File: src/rtl/abcd_stim_seq_if.sv
// Handshake and stimulus bundle between the sequencer and its controller/checker.
interface abcd_stim_seq_if;
    logic       start;
    logic       mode;
    logic       loop;
    logic       abort;
    logic       A, B, C, D;
    logic       valid;
    logic [3:0] step_idx;
    logic       busy;
    logic       done;

    modport master (
        output start, mode, loop, abort,
        input  A, B, C, D, valid, step_idx, busy, done
    );

    modport slave (
        input  start, mode, loop, abort,
        output A, B, C, D, valid, step_idx, busy, done
    );
endinterface

File: src/rtl/abcd_stim_seq.sv
// Stimulus sequencer for the 4-input circuit1 block: steps {A,B,C,D} through a
// thermometer or binary pattern, holding each vector for DWELL cycles.
module abcd_stim_seq #(
    parameter int DWELL = 20,
    parameter int CNT_W = 8
) (
    input  logic            clk,
    input  logic            rst,
    abcd_stim_seq_if.slave  bus
);

    typedef enum logic [1:0] {IDLE, RUN, DONE} state_t;

    localparam logic [CNT_W-1:0] CNT_LAST = CNT_W'(DWELL - 1);

    state_t           state_q, state_d;
    logic [CNT_W-1:0] cnt_q, cnt_d;
    logic [3:0]       idx_q, idx_d;
    logic [3:0]       abcd_q, abcd_d;
    logic             mode_q, mode_d;
    logic             loop_q, loop_d;
    logic [3:0]       last_idx;
    logic [3:0]       idx_nxt;

    function automatic logic [3:0] vec_of(input logic m, input logic [3:0] i);
        if (m) return i;
        case (i)
            4'd0:    return 4'b0000;
            4'd1:    return 4'b0001;
            4'd2:    return 4'b0011;
            4'd3:    return 4'b0111;
            default: return 4'b1111;
        endcase
    endfunction

    assign last_idx = mode_q ? 4'd15 : 4'd4;
    assign idx_nxt  = 4'(idx_q + 4'd1);

    always_comb begin
        state_d = state_q;
        cnt_d   = cnt_q;
        idx_d   = idx_q;
        abcd_d  = abcd_q;
        mode_d  = mode_q;
        loop_d  = loop_q;
        case (state_q)
            IDLE: begin
                // abort in the same cycle suppresses the start
                if (bus.start && !bus.abort) begin
                    mode_d  = bus.mode;
                    loop_d  = bus.loop;
                    idx_d   = 4'd0;
                    cnt_d   = '0;
                    abcd_d  = vec_of(bus.mode, 4'd0);
                    state_d = RUN;
                end
            end
            RUN: begin
                if (bus.abort) begin
                    state_d = IDLE;
                    idx_d   = 4'd0;
                    cnt_d   = '0;
                    abcd_d  = 4'b0000;
                end else if (cnt_q == CNT_LAST) begin
                    cnt_d = '0;
                    if (idx_q != last_idx) begin
                        idx_d  = idx_nxt;
                        abcd_d = vec_of(mode_q, idx_nxt);
                    end else if (loop_q) begin
                        idx_d  = 4'd0;
                        abcd_d = vec_of(mode_q, 4'd0);
                    end else begin
                        state_d = DONE;
                        idx_d   = 4'd0;
                        abcd_d  = 4'b0000;
                    end
                end else begin
                    cnt_d = cnt_q + 1'b1;
                end
            end
            DONE: begin
                state_d = IDLE;
                idx_d   = 4'd0;
                abcd_d  = 4'b0000;
            end
            default: begin
                state_d = IDLE;
                idx_d   = 4'd0;
                cnt_d   = '0;
                abcd_d  = 4'b0000;
            end
        endcase
    end

    always_ff @(posedge clk) begin
        if (rst) begin
            state_q <= IDLE;
            cnt_q   <= '0;
            idx_q   <= 4'd0;
            abcd_q  <= 4'b0000;
            mode_q  <= 1'b0;
            loop_q  <= 1'b0;
        end else begin
            state_q <= state_d;
            cnt_q   <= cnt_d;
            idx_q   <= idx_d;
            abcd_q  <= abcd_d;
            mode_q  <= mode_d;
            loop_q  <= loop_d;
        end
    end

    assign {bus.A, bus.B, bus.C, bus.D} = abcd_q;
    assign bus.step_idx = idx_q;
    assign bus.valid    = (state_q == RUN);
    assign bus.busy     = (state_q == RUN);
    assign bus.done     = (state_q == DONE);

endmodule

File: src/flat_wrapper.sv
// flat-port wrapper written by rule: the top's interface ports become plain ports
module abcd_stim_seq_flat 
#(
    parameter int DWELL = 20,
    parameter int CNT_W = 8
)
  (clk, rst, bus_start, bus_mode, bus_loop, bus_abort, bus_A, bus_B, bus_C, bus_D, bus_valid, bus_step_idx, bus_busy, bus_done);
  abcd_stim_seq_if bus_i ();
  input  logic clk;
  input  logic rst;
  input wire logic [$bits(bus_i.start)-1:0] bus_start;
  input wire logic [$bits(bus_i.mode)-1:0] bus_mode;
  input wire logic [$bits(bus_i.loop)-1:0] bus_loop;
  input wire logic [$bits(bus_i.abort)-1:0] bus_abort;
  output wire logic [$bits(bus_i.A)-1:0] bus_A;
  output wire logic [$bits(bus_i.B)-1:0] bus_B;
  output wire logic [$bits(bus_i.C)-1:0] bus_C;
  output wire logic [$bits(bus_i.D)-1:0] bus_D;
  output wire logic [$bits(bus_i.valid)-1:0] bus_valid;
  output wire logic [$bits(bus_i.step_idx)-1:0] bus_step_idx;
  output wire logic [$bits(bus_i.busy)-1:0] bus_busy;
  output wire logic [$bits(bus_i.done)-1:0] bus_done;
  assign bus_i.start = bus_start;
  assign bus_i.mode = bus_mode;
  assign bus_i.loop = bus_loop;
  assign bus_i.abort = bus_abort;
  assign bus_A = bus_i.A;
  assign bus_B = bus_i.B;
  assign bus_C = bus_i.C;
  assign bus_D = bus_i.D;
  assign bus_valid = bus_i.valid;
  assign bus_step_idx = bus_i.step_idx;
  assign bus_busy = bus_i.busy;
  assign bus_done = bus_i.done;
  abcd_stim_seq #(.DWELL(DWELL), .CNT_W(CNT_W)) u_core (.clk(clk), .rst(rst), .bus(bus_i));
endmodule
File: config.mk
export PLATFORM = sky130hd
export DESIGN_NAME = abcd_stim_seq_flat
export DESIGN_NICKNAME = d
export VERILOG_FILES = /design/src/rtl/abcd_stim_seq_if.sv /design/src/rtl/abcd_stim_seq.sv /design/src/flat_wrapper.sv
export SDC_FILE = /design/constraint.sdc
export NUM_CORES = 1
export LEC_CHECK = 0
export CAP_MARGIN = 20
export CELL_PAD_IN_SITES_DETAIL_PLACEMENT = 1
export CELL_PAD_IN_SITES_GLOBAL_PLACEMENT = 1
export CORE_UTILIZATION = 37
export CTS_BUF_LIST = sky130_fd_sc_hd__clkbuf_4 sky130_fd_sc_hd__clkbuf_8
export DETAILED_ROUTE_END_ITERATION = 7
export PLACE_DENSITY = 0.8
export SYNTH_ARGS = -nofsm -noshare
export SYNTH_HDL_FRONTEND = slang
export SYNTH_SLANG_ARGS = --single-unit
File: constraint.sdc
create_clock -name clk -period 1.7 [get_ports clk]
set_input_delay 0.17 -clock clk [delete_from_list [all_inputs] [get_ports clk]]
set_output_delay 0.17 -clock clk [all_outputs]
set_load 0.005 [all_outputs]
==> key figures, run 1 <==
Status
  – Status: finished, final reports clean

Cells and area
  – Nets: 168
  – Final std cells w/o fill: around 190
  – Final core utilization: 0.519
  – P&R area growth vs syn: 30.9%
  – Layout cells sized above 1: 0.187
  – Diode count: 0
  – Most frequent cells in the layout: nor2_1, nand2_1, clkdlybuf4s50_1, dfxtp_1
  – Most common cell after layout, fill and taps aside: nor2_1

Logic synthesis
  – Synth top area share: 0.363
  – Dominant synthesized flop cell: dfxtp_1
  – Ranking of synthesized cells by area: dfxtp_1, ha_1, nor2_1
  – Syn Nets: approximately 140
  – Yosys warnings: 0
  – Synth Cell Area: 1100 um^2
  – Synth async-reset ratio: 0
  – Mapped Cells: approximately 130
  – Synthesized area per cell: 8.41 um^2
  – Sequential fraction of the synthesis area: 0.363
  – Post-synthesis register bit count: 20
  – Post-synth top area cell: dfxtp_1
  – EDFF count, synth: 0
  – Distinct cells, synth: 36

Placed design
  – Final Wtd Congestion: between 0.8 and 0.9
  – Pre-CTS setup slack: -0.0468 ns
  – HPWL Detailed: between 1500 and 2000 um
  – Placed insts: 180
  – Port bufs: 16

Min path
  – Hold Crit Depth: 3
  – Hold Path Class: input pin to register
  – Worst Hold Endpoint: u_core.mode_q
  – Min-Delay Startpoint: bus_mode

Die
  – Die width: ~57 um
  – Chip height: 56.6 um
  – Core area: between 2000 and 3000 um^2
  – Starting Density: 0.396
  – Core Rows: 19
  – Number of top-level pins: 17
  – Die ar.: ~3200 um^2

CTS
  – H-tree Lvls: 1
  – CTS tree: yes
  – Worst-Skew Late Latency: around 0.31 ns
  – Root buf cell: clkbuf_4
  – Clk buf depth: 2
  – TritonCTS Buffers: 3
  – Num Clock Sinks: 20
  – CTS clk-pin slew, worst paths: between 0.1 and 0.15 ns

Global route
  – First-pass GRT wire length: 4490 um
  – GRT Util Overall: 0.186
  – Total grt overflow: 0
  – Largest net degree at the start of global routing: 13
  – Initial antenna violation count: 0
  – Vias in the first global route: just over 1,000

Timing
  – Actual slew at the worst max-slew pin: 0.345 ns
  – RSZ-0062 raised after global routing: true
  – Tcrit/Tclk final: 0.952
  – Setup violators final: 0
  – Skew final: between 0.004 and 0.005 ns
  – Max Freq: between 600 and 700 MHz
  – Aggregate negative setup slack: 0 ns
  – Slew HR: 0.768
  – Fin. Hold Viols: 0
  – Final Max Slew Viols: 0
  – Min cycle time layout: approximately 1.6 ns
  – Fin worst setup slack: between 0.08 and 0.09 ns

Route
  – Drt drc: 0
  – Starting DRT DRC Count: 32
  – Drt total wl: between 2000 and 3000 um
  – Drt wl/cell: ~15 um
  – Via-per-instance ratio: 5.38
  – Detail Route Antenna Nets: 0
  – First drt pass iteration count: 6
  – Vias: roughly 1,000

Pwr
  – P per Cell Area: 670 nW/um^2
  – Leak: approximately 0.54 nW
  – VDD IR max: 0.444 mV

Setup path
  – Worst path buffer plus inverter count: 1
  – Slowest stage delay, CP: ~0.40 ns
  – Worst endpoint data arrival time: ~1.8 ns
  – R2r startpoint: u_core.bus.step_idx[0]
  – Crit-path max FO: 5
  – Worst path cell trace: inv_1 > ha_1 > nor4_2 > a21oi_2 > o311ai_2 > a21oi_1
  – Critical path's top delay family: compound AO/OA/AOI/OAI gates
  – Reg2Reg Depth: 6
  – Reg2Reg Setup Slack: roughly 0.08 ns
  – Worst EP required: ~1.9 ns
  – Worst Setup Start Kind: register
  – Critical-path top delay cell: dfxtp_2
  – CP endpoint kind: register
  – Setup CP Type: register to register
  – FF-to-FF End: u_core.abcd_q[1]

Flow run
  – Max_cap viols: 0
## state kept, by name, summed over array words and instances (netlist names)
signal and cells:
u_core.cnt_q 8, u_core.abcd_q 4, u_core.bus.step_idx 4, u_core.state_q 2, u_core.loop_q 1, u_core.mode_q 1
## worst max path at each step
stage / start / endpoint / slack [ns] / depth (start not counted)
2_1_floorplan: u_core.cnt_q[0] / u_core.bus.step_idx[1] / 0.1 / 6
3_3_place_gp: u_core.cnt_q[0] / u_core.abcd_q[1] / 0.003 / 6
3_5_place_dp: bus_abort / u_core.abcd_q[2] / -0.05 / 6
4_1_cts: u_core.cnt_q[0] / u_core.abcd_q[2] / 0.007 / 7
5_1_grt: u_core.cnt_q[0] / u_core.abcd_q[0] / -0.02 / 7
6_report: u_core.bus.step_idx[0] / u_core.abcd_q[1] / 0.08 / 6
## synth_stat cells, drive strengths merged, types with 2 or more instances
cell / n
and2: 2
and3: 2
buf: 4
a21oi: 9
o21ai: 5
mux2i: 3
nor2: 19
nand3: 3
nor3: 4
nor2b: 5
o211ai: 2
nand2b: 2
nand2: 16
a21o: 2
ha: 6
xor2: 6
inv: 2
nor3b: 2
nor4: 2
nand4: 5
dfxtp: 20
## timing repair
item,CTS,global route
setup endpoints to repair,9,12
resized for setup,4,13
hold buffers,0,0
buffers inserted,1,1
pin swaps,1,5
## through the flow
stage          cell area [um^2]  hold WS (ns)  total power [mW]
6_report                   1440         0.410             0.967
5_1_grt                    1440         0.402              1.01
4_1_cts                    1380         0.403             0.973
3_5_place_dp               1310         0.454             0.571
3_3_place_gp               1310         0.449             0.568
2_1_floorplan              1100         0.246             0.540
## layout make-up
type,count,area [um^2]
clock buffer,3,22.5
clock inverter,1,30.0
fill,334,1340
inverter,2,7.51
multi-input combinational,104,701
sequential,20,412
tap,31,38.8
timing repair buffer,25,231
## metal layers
layer,wire [um],vias to the layer above,share of wire,global-route usage
met4,36,0,0.013,0.0941
met2,1330,14,0.47,0.294
li1,-,506,-,-
met3,95,4,0.034,0.0392
met1,1340,476,0.48,0.236
met5,0,-,0,0
## worst min-delay path, stage by stage
cell and delay, ns:
clkdlybuf4s50_1 0.40, nand2_1 0.06, a21oi_1 0.05
## cells by family after synthesis
kind of cell,share of synthesized area
AND/OR/NAND/NOR,0.319
AO/OA/AOI/OAI,0.120
flip-flops,0.363
XOR/XNOR,0.0556
buffers and inverters,0.0465
adder cells (fa/ha/maj),0.0681
multiplexers,0.0272
## power breakdown
| part | total [mW] | internal [mW] | switching, mW |
|---|---|---|---|
| logic | 0.0871 | 0.0431 | 0.0440 |
| registers | 0.481 | 0.473 | 0.00828 |
| clock network | 0.398 | 0.239 | 0.160 |
(Power assumes the default switching activity.)
==> inputs of run 2 (changes only) <==
--- a/config.mk
+++ b/config.mk
@@ -10,8 +10,9 @@
 export CELL_PAD_IN_SITES_GLOBAL_PLACEMENT = 1
 export CORE_UTILIZATION = 37
 export CTS_BUF_LIST = sky130_fd_sc_hd__clkbuf_4 sky130_fd_sc_hd__clkbuf_8
+export CTS_CLUSTER_DIAMETER = 100
 export DETAILED_ROUTE_END_ITERATION = 7
-export PLACE_DENSITY = 0.8
+export PLACE_DENSITY = 0.79
 export SYNTH_ARGS = -nofsm -noshare
 export SYNTH_HDL_FRONTEND = slang
 export SYNTH_SLANG_ARGS = --single-unit
==> constraint.sdc (replaced) <==
create_clock -name clk -period 1.46 [get_ports clk]
set_input_delay 0.146 -clock clk [delete_from_list [all_inputs] [get_ports clk]]
set_output_delay 0.146 -clock clk [all_outputs]
set_load 0.005 [all_outputs]
==> key figures, run 2 (same netlist as run 1, synthesis figures left out) <==
Status
  – Status: finished, violations left
  – Failing checks: negative setup slack

Timing
  – Actual slew at the worst max-slew pin: between 0.3 and 0.4 ns
  – Final Max Slew Viols: 0
  – Hold slack: 0.448 ns
  – Setup violators final: 9
  – Tcrit/Tclk final: 1.13
  – Skew final: around 0.0071 ns
  – Fin worst setup slack: -0.187 ns
  – Fin. Hold Viols: 0
  – Min cycle time layout: about 1.6 ns
  – Max Freq: a little over 600 MHz
  – Aggregate negative setup slack: -1.16 ns
  – RSZ-0062 raised after global routing: true
  – Slew HR: 0.794

Setup path
  – FF-to-FF End: u_core.abcd_q[2]
  – CP endpoint kind: register
  – R2r startpoint: u_core.cnt_q[1]
  – Setup CP Type: register to register
  – Reg2Reg Setup Slack: -0.19 ns
  – Worst EP required: about 1.7 ns
  – Reg2Reg Depth: 7
  – Critical Path Source: u_core.cnt_q[1]
  – Worst endpoint data arrival time: about 1.9 ns
  – Worst Setup Start Kind: register
  – Critical Path End: u_core.abcd_q[2]
  – Crit-path max FO: 6

Route
  – Via-per-instance ratio: about 5.6
  – Drt total wl: about 4300 um
  – Drt wl/cell: around 20 um
  – Drt drc: 0
  – Vias: 1,199
  – Starting DRT DRC Count: 50
  – Detail Route Antenna Nets: 0
  – First drt pass iteration count: 4

Pwr
  – VDD IR max: around 0.66 mV
  – Psw: ~0.27 mW
  – P per Cell Area: slightly below 600 nW/um^2
  – Power Total: 1.03 mW
  – Sw Share: 0.260
  – Leak: 0.712 nW
  – Clk network pwr share: 0.332
  – Internal power: ~0.76 mW
  – Sequential share of power: 0.538
  – Combinational Power Share: 0.130

Cells and area
  – Most common cell after layout, fill and taps aside: buf_4
  – Filler cell count: between 300 and 400
  – Final core utilization: 0.642
  – Final std cells w/o fill: between 200 and 250
  – P&R area growth vs syn: 62.1%
  – Biggest register: u_core.cnt_q
  – Largest register FFs: 8
  – Footprint of the multi-input gates: 838 um^2
  – Most frequent cells in the layout: buf_4, nor2_1, nand2_1, dfxtp_1, clkdlybuf4s50_1
  – Layout cells sized above 1: 0.456
  – Final instance area: roughly 1800 um^2
  – Diode count: 0
  – FF+latch area: around 420 um^2
  – Nets: about 200

Placed design
  – HPWL Detailed: roughly 2400 um
  – Placed insts: 197
  – Post-place instance area: 1470 um^2
  – Final Wtd Congestion: about 0.75
  – Port bufs: 16
  – Pre-CTS setup slack: -0.326 ns

Global route
  – GRT Util Overall: 0.249
  – Largest net degree at the start of global routing: 12
  – Total grt overflow: 0
  – Initial antenna violation count: 0
  – First-pass GRT wire length: 6220 um
  – Vias in the first global route: 1,274

CTS
  – H-tree Lvls: 1
  – TritonCTS Buffers: 3
  – Clk buf depth: 2
  – Worst-Skew Late Latency: about 0.31 ns
  – Num Clock Sinks: 20
  – Root buf cell: clkbuf_4
  – Number of hold buffers added after cts: 0
  – CTS clk-pin slew, worst paths: between 0.1 and 0.15 ns
  – CTS tree: yes

Die
  – Number of top-level pins: 17
  – Starting Density: 0.396
  – Die ar.: 3200 um^2
  – Core Rows: 19
  – Core area: between 2000 and 3000 um^2
  – Die width: 56.6 um
  – Chip height: 56.6 um

Min path
  – Min-Delay Startpoint: bus_mode
  – Hold Path Class: input pin to register

Flow run
  – Max_cap viols: 0
## run 2: power groups by stage
stage,registers [mW],logic (mW),clock network [mW]
after global placement,0.573,0.106,0
after CTS,0.556,0.122,0.336
final,0.555,0.135,0.342
after global routing,0.556,0.144,0.361
after detailed placement,0.573,0.110,0
after floorplan,0.572,0.0621,0
## run 2: repair_timing
item,CTS,global route
setup endpoints to repair,25,21
pin swaps,19,10
gates resized for setup,38,20
setup buffers,10,2
## run 2: how the worst min path moves through the flow
stage	endpoint	cells after the start
4_1_cts	u_core.mode_q	3
6_report	u_core.mode_q	3
2_1_floorplan	u_core.state_q[0]	1
5_1_grt	u_core.mode_q	3
3_5_place_dp	u_core.abcd_q[3]	2
3_3_place_gp	u_core.abcd_q[0]	2
## run 2: layout make-up
type	instances	share of cell area
multi-input combinational	104	0.469
timing repair buffer	52	0.249
sequential	20	0.235
tap	31	0.0217
clock buffer	4	0.0203
inverter	2	0.00420
## run 2: routing by layer
| layer | wire [um] | GRT usage | vias up |
|---|---|---|---|
| met5 | 0 | 0 | - |
| met4 | 149 | 0.0627 | 0 |
| met3 | 103 | 0.0300 | 14 |
| met2 | 2360 | 0.487 | 30 |
| met1 | 1660 | 0.279 | 598 |
| li1 | - | - | 557 |
## run 2: critical path: stages, from the launching register on
cell      delay (ns)
dfxtp_2         0.37
ha_4            0.14
nor4b_4         0.19
nand3_2         0.15
nor3b_4         0.26
buf_6           0.18
o211ai_1        0.12
a21oi_1         0.18
